**config.mk**
```make
export PLATFORM = sky130hd
export DESIGN_NAME = mem_wb_stage
export DESIGN_NICKNAME = d
export VERILOG_FILES = /design/src/rtl/mem_wb_stage_pkg.sv /design/src/rtl/mem_wb_stage_result_mux.sv /design/src/rtl/mem_wb_stage.sv
export SDC_FILE = /design/constraint.sdc
export NUM_CORES = 1
export LEC_CHECK = 0
export ABC_AREA = 0
export CORE_ASPECT_RATIO = 0.9
export CORE_MARGIN = 1.5
export CORE_UTILIZATION = 40
export DETAILED_ROUTE_END_ITERATION = 8
export GPL_ROUTABILITY_DRIVEN = 0
export PLACE_DENSITY = 0.88
export REMOVE_ABC_BUFFERS = 1
export SETUP_SLACK_MARGIN = 0.15
export SYNTH_ARGS = -nofsm -noshare
export SYNTH_HDL_FRONTEND = slang
export SYNTH_SLANG_ARGS = --single-unit
```
**constraint.sdc**
```tcl
create_clock -name CLK -period 4.4 [get_ports CLK]
set_input_delay 0.66 -clock CLK [delete_from_list [all_inputs] [get_ports CLK]]
set_output_delay 0.66 -clock CLK [all_outputs]
set_load 0.05 [all_outputs]
```
**src/rtl/mem_wb_stage_pkg.sv**
```systemverilog
`default_nettype none
// ============================================================
// Module   : mem_wb_stage_pkg
// Purpose  : Shared encodings for the Memory-to-Writeback stage
// Revision : 1.0
// ============================================================
package mem_wb_stage_pkg;

  localparam logic [1:0] RES_ALU = 2'b00;
  localparam logic [1:0] RES_MEM = 2'b01;
  localparam logic [1:0] RES_PC  = 2'b10;

  typedef enum logic [0:0] {
    S_IDLE = 1'b0,
    S_WAIT = 1'b1
  } state_t;

endpackage
`default_nettype wire

```
**src/rtl/mem_wb_stage_result_mux.sv**
```systemverilog
`default_nettype none
// ============================================================
// Module   : wb_result_mux
// Purpose  : 3:1 writeback result select (ALU / load data / PC+1)
// Revision : 1.0
// ============================================================
module wb_result_mux
  import mem_wb_stage_pkg::*;
#(
  parameter int M = 32
) (
  input  logic [1:0]   sel,
  input  logic         load_done,
  input  logic [M-1:0] alu,
  input  logic [M-1:0] rdata,
  input  logic [M-1:0] pcplus,
  output logic [M-1:0] result
);

  always_comb begin
    result = alu;
    case (sel)
      // Load data only exists for a genuine read; stores fall back to the ALU value.
      RES_MEM: if (load_done) result = rdata;
      RES_PC:  result = pcplus;
      default: result = alu;
    endcase
  end

endmodule
`default_nettype wire

```
**src/rtl/mem_wb_stage.sv**
```systemverilog
`default_nettype none
// ============================================================
// Module   : mem_wb_stage
// Purpose  : Memory stage data-memory handshake with timeout, feeding the W register
// Revision : 1.0
// ============================================================
module mem_wb_stage
  import mem_wb_stage_pkg::*;
#(
  parameter int M       = 32,
  parameter int N       = 5,
  parameter int TIMEOUT = 16
) (
  input  logic         CLK,
  input  logic         RST,
  input  logic [M-1:0] aluM,
  input  logic [M-1:0] writeDM,
  input  logic [N-1:0] writeRM,
  input  logic [M-1:0] pcplusM,
  input  logic         memreadM,
  input  logic         memwriteM,
  input  logic         regwriteM,
  input  logic [1:0]   resultsrcM,
  output logic         dmem_req,
  output logic         dmem_we,
  output logic [M-1:0] dmem_addr,
  output logic [M-1:0] dmem_wdata,
  input  logic [M-1:0] dmem_rdata,
  input  logic         dmem_ready,
  output logic         stallM,
  output logic [M-1:0] resultW,
  output logic [N-1:0] writeRW,
  output logic         regwriteW,
  output logic         memerrW
);

  localparam int CW = $clog2(TIMEOUT);

  state_t          state;
  logic [CW-1:0]   wait_cnt;
  logic            memop;
  logic            illegal;
  logic            timeout_hit;
  logic            do_capture;
  logic            regwrite_next;
  logic [M-1:0]    result_sel;

  assign memop         = memreadM | memwriteM;
  assign illegal       = memreadM & memwriteM;
  assign timeout_hit   = (state == S_WAIT) && (wait_cnt == CW'(TIMEOUT - 1)) && !dmem_ready;
  assign regwrite_next = regwriteM & (writeRM != '0) & ~illegal;

  assign dmem_req   = (state == S_WAIT) | memop;
  assign dmem_we    = memwriteM;
  assign dmem_addr  = aluM;
  assign dmem_wdata = writeDM;

  // The abort cycle releases the stall so upstream can move on.
  assign stallM = (state == S_WAIT) ? (~dmem_ready & ~timeout_hit)
                                    : (memop & ~dmem_ready);

  assign do_capture = (state == S_WAIT) ? dmem_ready : ~stallM;

  wb_result_mux #(.M(M)) u_result_mux (
    .sel       (resultsrcM),
    .load_done (memreadM & ~memwriteM),
    .alu       (aluM),
    .rdata     (dmem_rdata),
    .pcplus    (pcplusM),
    .result    (result_sel)
  );

  always_ff @(posedge CLK) begin
    if (RST) begin
      state     <= S_IDLE;
      wait_cnt  <= '0;
      resultW   <= '0;
      writeRW   <= '0;
      regwriteW <= 1'b0;
      memerrW   <= 1'b0;
    end else begin
      regwriteW <= 1'b0;
      if (do_capture) begin
        resultW   <= result_sel;
        writeRW   <= writeRM;
        regwriteW <= regwrite_next;
        if (illegal) memerrW <= 1'b1;
      end
      if (timeout_hit) memerrW <= 1'b1;

      case (state)
        S_IDLE: begin
          if (memop && !dmem_ready) begin
            state    <= S_WAIT;
            wait_cnt <= CW'(1);
          end
        end
        S_WAIT: begin
          if (dmem_ready || timeout_hit) begin
            state <= S_IDLE;
          end else begin
            wait_cnt <= wait_cnt + CW'(1);
          end
        end
        default: state <= S_IDLE;
      endcase
    end
  end

endmodule
`default_nettype wire

```
# Word level (Yosys, flattened, before mapping)
# Index checks and enable logic that the tools add are counted.
dict set report totals {
  regBits 44
  out_inout_bits 106
  inputBits 141
  wordCells 51
}
dict set report classes {
  n_eq_ne 5
  muxes 13
  n_addsub 1
  bitwise 15
  reduce_logical 11
}
# cell n
set op_table {}
lappend op_table {{$pmux 32 s2} 1}
lappend op_table {{$mux 32} 1}
lappend op_table {{$mux 4} 2}
lappend op_table {{$pmux 4 s2} 1}
lappend op_table {{$mux 1} 7}
lappend op_table {{$not 1->1} 7}
lappend op_table {{$and 1x1->1} 6}
lappend op_table {{$reduce_bool 5->1} 1}
lappend op_table {{$add 4x1->4 const B} 1}
lappend op_table {{$eq 4x4->1 const B} 1}
lappend op_table {{$ne 2x2->1 const B} 2}
lappend op_table {{$reduce_and 2->1} 2}
lappend op_table {{$reduce_bool 2->1} 2}
lappend op_table {{$logic_and 1x1->1} 3}
lappend op_table {{$eq 2x1->1 const B} 1}
lappend op_table {{$eq 2x2->1 const B} 1}
lappend op_table {{$or 1x1->1} 2}
lappend op_table {{$pmux 1 s2} 1}
lappend op_table {{$reduce_or 2->1} 1}
lappend op_table {{$logic_not 1->1} 1}
lappend op_table {{$logic_or 1x1->1} 1}

# Logic depth before layout (Yosys ltp)
# Gate-level depths: netlist (run 1).
dict set report logic_depth {
  depth_word 10
  ltp_mapped 8
  ltp_nobuf 6
}

# Hierarchy
# From an unflattened synthesis (run 1), not the netlist that was laid out.
dict set report unflattened {
  cells_unflattened 425
  area_unflattened_um2 3071.7
}
# mod instances area_each_um2 seq_area_each_um2 cells_per_inst
set by_module_without_submodules {}
lappend by_module_without_submodules {mem_wb_stage 1 2230.9 880.8 272}
lappend by_module_without_submodules {wb_result_mux 1 840.8 0.0 153}

# Least setup slack after synthesis (run 1)
# No wires, ideal clock.
dict set report synth_path {
  path_type {input-to-output}
  startpoint {input memwriteM}
  endpoint {output stallM}
  stages 4
  arrival_ns 1.496
  n_path_buf 1
  t_required_ns 3.740
  slack_ns 2.244
  cell_sequence {or3_1 > buf_4 > nand3_1 > inv_2}
}
dict set report synth_between {
  elab_chain_cells 3
}
# item line
set synth_rtl {}
lappend synth_rtl {{start: declaration} mem_wb_stage.sv:21} ;# input logic memwriteM,
lappend synth_rtl {{$or 1x1->1} mem_wb_stage.sv:48} ;# assign memop = memreadM | memwriteM;
lappend synth_rtl {{$and 1x1->1} mem_wb_stage.sv:60} ;# : (memop & ~dmem_ready);
lappend synth_rtl {{$mux 1} mem_wb_stage.sv:59} ;# assign stallM = (state == S_WAIT) ? (~dmem_ready & ~timeout_hit)
lappend synth_rtl {{end: declaration} mem_wb_stage.sv:30} ;# output logic stallM,
# No other way between the ends.

# Final worst setup path (run 1)
# Same ends and word-level chain as after synthesis.

==> impl_results.md, run 1 <==
- CTS tree: yes
- Worst-margin pin slew: 1170 ps
- Fin. Hold Viols: 0
- Most common cell in the netlist: buf_4
- Grt total ovfl: 0
- Synth top cells by count: buf_4, nor2_1, dfxtp_1
- Largest fanout on the critical path: 5
- Longest Clk Path Bufs: 2
- Post-Route WL: 11.0 mm
- Routed Antenna Nets: 0
- Status: complete, no violations
- Worst Setup Start Kind: input port
- CTS Root Cell: clkbuf_8
- YS warnings: 0
- CP Capture Type: primary output
- Max transition margin: 21.8%
- Lkg Pwr: 1.90 nW
- Placed instance area: 5100 sq um
- Min Tclk post-route: 3280 ps
- Vias: 3,278
- Max Slew Vio Count: 0
- H-tree depth: 2
- Hold Crit Endpoint: writeRW[0]
- Worst Slack Setup Final: 1120 ps
- Num CTS Buffers: 5
- DR iter-0 viols: 95
- Post-Syn Instances: 419
- Final setup violating endpoints: 0
- Chip Height: 94.9 um
- Width of the chip: 105 um
- Largest cells by area after synthesis: dfxtp_1, buf_4, a221oi_2
- Reg-to-Reg Start: state
- Hold Crit Start: writeRW[0]
- Post-synth EDFFs: 0
- Worst skew pair latency: 280 ps
- Arr. time, crit path: 2620 ps
- WS Path Type: in -> out
- Final HPWL DP: 8.33 mm
- Setup Buffers After CTS: 0
- TNS Setup: 0 ps
- Fin area: 5180 sq um
- Final period util: 74.5%
- Clk sinks: 44
- Row count: 33
- First-pass GRT wire length: 16.9 mm
- Hold path cells: 2
- Layout Nets: 655
- Synthesized area per cell: 8.96 sq um
- Fraction of registers with async set/reset: 0%
- Register area share after synthesis: 23.5%
- Core area: 9130 sq um
- Critical Path RT: 3740 ps
- RSZ-0062 raised after global routing: false
- Gr usage total: 21.6%
- Share of cells above drive strength 1: 20.4%
- Finished Core Util: 56.7%
- Hold Crit Class: reg -> reg
- Top_reg_cell synth: dfxtp_1
- Power, Total: 0.00132 W
- Count of different cell masters after synthesis: 38
- Max-cap violations: 0
- I/O pin cnt: 247
- Vias per cell: 5.18
- IO Port Bufs: 182
- R2R depth: 4
- Pwr Density: 256 nW/um^2
- Yosys reg bits: 44
- Initial Utilization: 41.2%
- Reg2reg setup slack: 2430 ps
- Syn Std Cell Area: 3760 sq um
- R2r endpoint: regwriteW
- Post-cts sizing count: 0
- Drt pass-1 iters: 4
- CTS clk-pin slew, worst paths: 80 ps
- Pre-CTS setup slack: 1140 ps
- Vias in the first global route: 3,313
- DIE AREA: 9980 sq um
- Initial antenna violation count: 0
- DRC viols: 0
- Ant. Diodes: 0
- Yosys top cell by area: dfxtp_1
- Area Overhead vs Synth: 37.8%
- Highest clock rate: 305 MHz
- Synth top area share: 23.5%
- Post-CTS Hold Buffers: 0
- Skew final: 4.03 ps
- Wire per inst: 17.4 um
- Largest net degree at the start of global routing: 73
- Peak VDD IR: 0.166 mV
## cell type report
type | count | area, sq um
Sequential cell | 44 | 881
Timing Repair Buffer | 185 | 1860
Tap cell | 122 | 153
Multi-Input combinational cell | 270 | 2180
Inverter | 5 | 18.8
Clock inverter | 1 | 5.00
Fill cell | 826 | 3950
Clock buffer | 6 | 72.6
## sequential cells by signal (all words and copies together) (netlist names)
signal / count
memerrW: 1
regwriteW: 1
resultW: 32
state: 1
wait_cnt: 4
writeRW: 5
## worst max-delay path, stage by stage
cell and delay [ps]:
clkdlybuf4s50_1 510, or3_1 500, nand3_1 200, inv_2 50
clkdlybuf4s50_1 690
## worst max-delay path by stage
stage                       end     startpoint  cells past startpoint  slack [ps]
floorplan           resultW[21]  resultsrcM[0]                      6         790
global placement         stallM      memwriteM                      5        1190
detailed placement       stallM      memwriteM                      5        1140
CTS                      stallM      memwriteM                      5        1130
global route             stallM      memwriteM                      5        1060
finish                   stallM      memwriteM                      5        1120
## layer usage
metal	vias to the layer above	share of wire, %	GRT usage (%)
met1	1524	42	25.0
met2	161	46	35.6
li1	1578	-	-
met3	13	11	11.3
met5	-	0.61	5.61
met4	2	0.73	3.42
## cell usage in the layout, fill, tap and decap left out, drive strengths merged, types with 2 or more instances in the layout
| master | count |
|---|---|
| a221oi | 31 |
| inv | 5 |
| nand2 | 42 |
| a311oi | 2 |
| nor2 | 69 |
| nand3 | 3 |
| a32oi | 2 |
| clkbuf | 6 |
| mux2 | 31 |
| o21a | 2 |
| a211oi | 31 |
| ha | 3 |
| buf | 4 |
| nor2b | 33 |
| clkdlybuf4s50 | 181 |
| dfxtp | 44 |
| a21oi | 7 |
| o21ai | 3 |
## cells by family (layout without fill, tap and decap cells)
| group | Yosys count | in the layout | share of synthesized area (%) |
|---|---|---|---|
| compound gates | 81 | 81 | 25.8 |
| fa+ha+maj | 3 | 3 | 0.999 |
| buf+inv | 105 | 197 | 19.0 |
| flops | 44 | 44 | 23.5 |
| mux | 31 | 31 | 12.1 |
| simple gates | 155 | 155 | 18.7 |
## report_power, final
| part | total [W] | leakage [nW] | internal, W | switching, W |
|---|---|---|---|---|
| sequential | 0.000447 | 0.364 | 0.000430 | 0.0000166 |
| combinational | 0.000638 | 1.50 | 0.000282 | 0.000355 |
| clock | 0.000238 | 0.0410 | 0.000108 | 0.000130 |
## per-stage QoR
step / cells / hold WS (ps)
finish: 633 / 453
global route: 633 / 482
CTS: 633 / 454
detailed placement: 626 / 445
global placement: 626 / 437
floorplan: 319 / 491
Note: power is estimated with default switching activity, not from simulation.
==> run 2, diff against run 1 <==
--- a/config.mk
+++ b/config.mk
@@ -8,10 +8,10 @@
 export ABC_AREA = 0
 export CORE_ASPECT_RATIO = 0.9
 export CORE_MARGIN = 1.5
-export CORE_UTILIZATION = 40
+export CORE_UTILIZATION = 37
 export DETAILED_ROUTE_END_ITERATION = 8
 export GPL_ROUTABILITY_DRIVEN = 0
-export PLACE_DENSITY = 0.88
+export PLACE_DENSITY = 0.82
 export REMOVE_ABC_BUFFERS = 1
 export SETUP_SLACK_MARGIN = 0.15
 export SYNTH_ARGS = -nofsm -noshare
==> constraint.sdc (replaced) <==
create_clock -name CLK -period 3.1 [get_ports CLK]
set_input_delay 0.465 -clock CLK [delete_from_list [all_inputs] [get_ports CLK]]
set_output_delay 0.465 -clock CLK [all_outputs]
set_load 0.05 [all_outputs]
==> impl_results.md, run 2 (synthesized netlist as in run 1, its figures left out) <==
- IO Port Bufs: 182 (unchanged)
- Filler cell count: 880 (+6.5%)
- Slowest stage delay, CP: 690 ps (about the same)
- Final setup violating endpoints: 0 (unchanged)
- Largest registers in the final layout: resultW (32), writeRW (5), wait_cnt (4)
- Share of cells above drive strength 1: 22.5% (+2.2 points)
- Post-cts sizing count: 0 (unchanged)
- Area Overhead vs Synth: 42.5%
- Ant. Diodes: 0 (unchanged)
- Hold Crit Class: reg -> reg
- I/O pin cnt: 247 (unchanged)
- Clk sinks: 44 (unchanged)
- Lkg Pwr: 2.00 nW (+5.1%)
- Crit path buffers/inverters: 3 (unchanged)
- Vias in the first global route: 3,459 (+4.4%)
- CTS tree: yes
- H-tree depth: 2 (unchanged)
- Worst skew pair latency: 270 ps (about the same)
- Max Slew Vio Count: 0 (unchanged)
- Skew final: 3.63 ps (-0.391 ps)
- Reg-to-Reg Start: state
- Fin. Hold Viols: 0 (unchanged)
- Layout Nets: 670 (+2.3%)
- Final HPWL DP: 8.83 mm (+6.0%)
- R2r endpoint: resultW[1]
- Post-Route WL: 11.6 mm (+5.2%)
- Final period util: 89.2%
- Largest register FFs: 32 (unchanged)
- Multi-input gate area: 2180 sq um (unchanged)
- First-pass GRT wire length: 17.6 mm (+4.5%)
- Worst-path cell chain: clkdlybuf4s50_1 > or3_1 > nand3_1 > inv_2 > clkdlybuf4s50_1
- Arr. time, crit path: 2300 ps (-320 ps)
- RSZ-0062 raised after global routing: false
- Reg2reg setup slack: 1350 ps (-1080 ps)
- CTS Root Cell: clkbuf_16
- Fin area: 5350 sq um (+3.4%)
- DRC viols: 0 (unchanged)
- Post-CTS Hold Buffers: 0 (unchanged)
- Hold path cells: 2 (unchanged)
- DR iter-0 viols: 140 (+47%)
- Status: complete, no violations
- Worst-margin pin slew: 924 ps (-249 ps)
- Min Tclk post-route: 2760 ps
- Initial antenna violation count: 0 (unchanged)
- Most frequent cells in the layout: clkdlybuf4s50_1, nor2_1, dfxtp_1, nand2_1, nor2b_1
- Peak VDD IR: 0.202 mV (+22%)
- Gr usage total: 21.1% (-0.52 points)
- Power, Total: 0.00205 W (+55%)
- Vias per cell: 5.15 (-0.57%)
- Pwr Density: 383 nW/um^2 (+50%)
- WS Path Type: in -> out
- Critical Path RT: 2630 ps (-1110 ps)
- Drt pass-1 iters: 4 (unchanged)
- Register area: 881 sq um (unchanged)
- Wire per inst: 17.8 um (+2.4%)
- CP Capture Type: primary output
- Worst setup path start: memreadM
- Largest net degree at the start of global routing: 36 (-51%)
- Routed Antenna Nets: 0 (unchanged)
- Hold Crit Endpoint: writeRW[2]
- Crit path max-delay cell type: clkdlybuf4s50_1
- Width of the chip: 109 um (+3.9%)
- Grt total ovfl: 0 (unchanged)
- Placed instance area: 5230 sq um (+2.6%)
- Commonest non-fill, non-tap cell in the layout: clkdlybuf4s50_1
- Longest Clk Path Bufs: 2 (unchanged)
- R2R depth: 5 (+1)
- Delay-heaviest family, CP: buffers and inverters
- Biggest register: resultW
- Initial Utilization: 38.4% (-2.8 points)
- DIE AREA: 10,800 sq um (+7.9%)
- Highest clock rate: 362 MHz
- Hold Crit Start: writeRW[2]
- Core area: 9780 sq um (+7.2%)
- Num CTS Buffers: 5 (unchanged)
- Worst Setup Start Kind: input port
- CTS clk-pin slew, worst paths: 60 ps (-20 ps)
- Setup Buffers After CTS: 0 (unchanged)
- Max transition margin: 38.4% (+17 points)
- Row count: 34 (+3.0%)
- Vias: 3,347 (+2.1%)
- Max-cap violations: 0 (unchanged)
- Most frequent cell on the critical path: clkdlybuf4s50_1
- Chip Height: 98.6 um (+3.9%)
- Largest fanout on the critical path: 4 (-1)
## run 2: cell types whose count changed in the layout (fill, tap and decap cells not counted), sizes merged
cell / change
buf: +15
clkinv: -1
clkbuf: -1
## run 2: where the power goes
group / switching, W / internal [W] / total [W]
clock: 0.000197 / 0.000285 / 0.000482
sequential: 0.0000240 / 0.000612 / 0.000636
combinational: 0.000513 / 0.000422 / 0.000935
## run 2: how the worst max path moves through the flow
stage             endpoint  slack (ps)  cells after the start
4_1_cts             stallM         330                      5
5_1_grt             stallM         270                      5
6_report            stallM         340                      5
2_1_floorplan  resultW[21]        -310                      6
3_3_place_gp        stallM         370                      5
3_5_place_dp        stallM         330                      5
## run 2: cell type report
type / instances / area share [%]
Sequential cell: 44 / 16.5
Inverter: 5 / 0.351
Clock buffer: 5 / 2.34
Timing Repair Buffer: 200 / 37.2
Multi-Input combinational cell: 270 / 40.8
Tap cell: 126 / 2.94
## run 2: worst reg2reg max path: stages (launching register included)
cell	delay, ps
dfxtp_1	340
or3_1	400
nand2_4	360
buf_4	300
nor2_1	80
a211oi_2	190
## run 2: routing by layer
| metal | GRT usage (%) | up-vias | part of all wire [%] |
|---|---|---|---|
| met5 | 3.81 | - | 0.50 |
| met4 | 3.30 | 2 | 0.71 |
| met3 | 11.4 | 8 | 13 |
| met2 | 35.4 | 173 | 45 |
| met1 | 23.6 | 1557 | 40 |
| li1 | - | 1607 | - |
## run 2: stage by stage
stage          util, %  hold WS (ps)  TNS, ps  setup WS [ps]  cells
2_1_floorplan        -           491    -7610           -310    319
5_1_grt           54.7           480        0            269    650
6_report          54.7           456        0            336    650
3_3_place_gp      53.4           438        0            366    645
4_1_cts           54.7           462        0            330    650
3_5_place_dp      53.4           456        0            332    645
==> run 3, diff against run 2 <==
--- a/config.mk
+++ b/config.mk
@@ -14,6 +14,7 @@
 export PLACE_DENSITY = 0.82
 export REMOVE_ABC_BUFFERS = 1
 export SETUP_SLACK_MARGIN = 0.15
+export SLEW_MARGIN = 20
 export SYNTH_ARGS = -nofsm -noshare
 export SYNTH_HDL_FRONTEND = slang
 export SYNTH_SLANG_ARGS = --single-unit
==> results of run 3 <==
Final layout, timing and power as in run 2 (identical DEF).
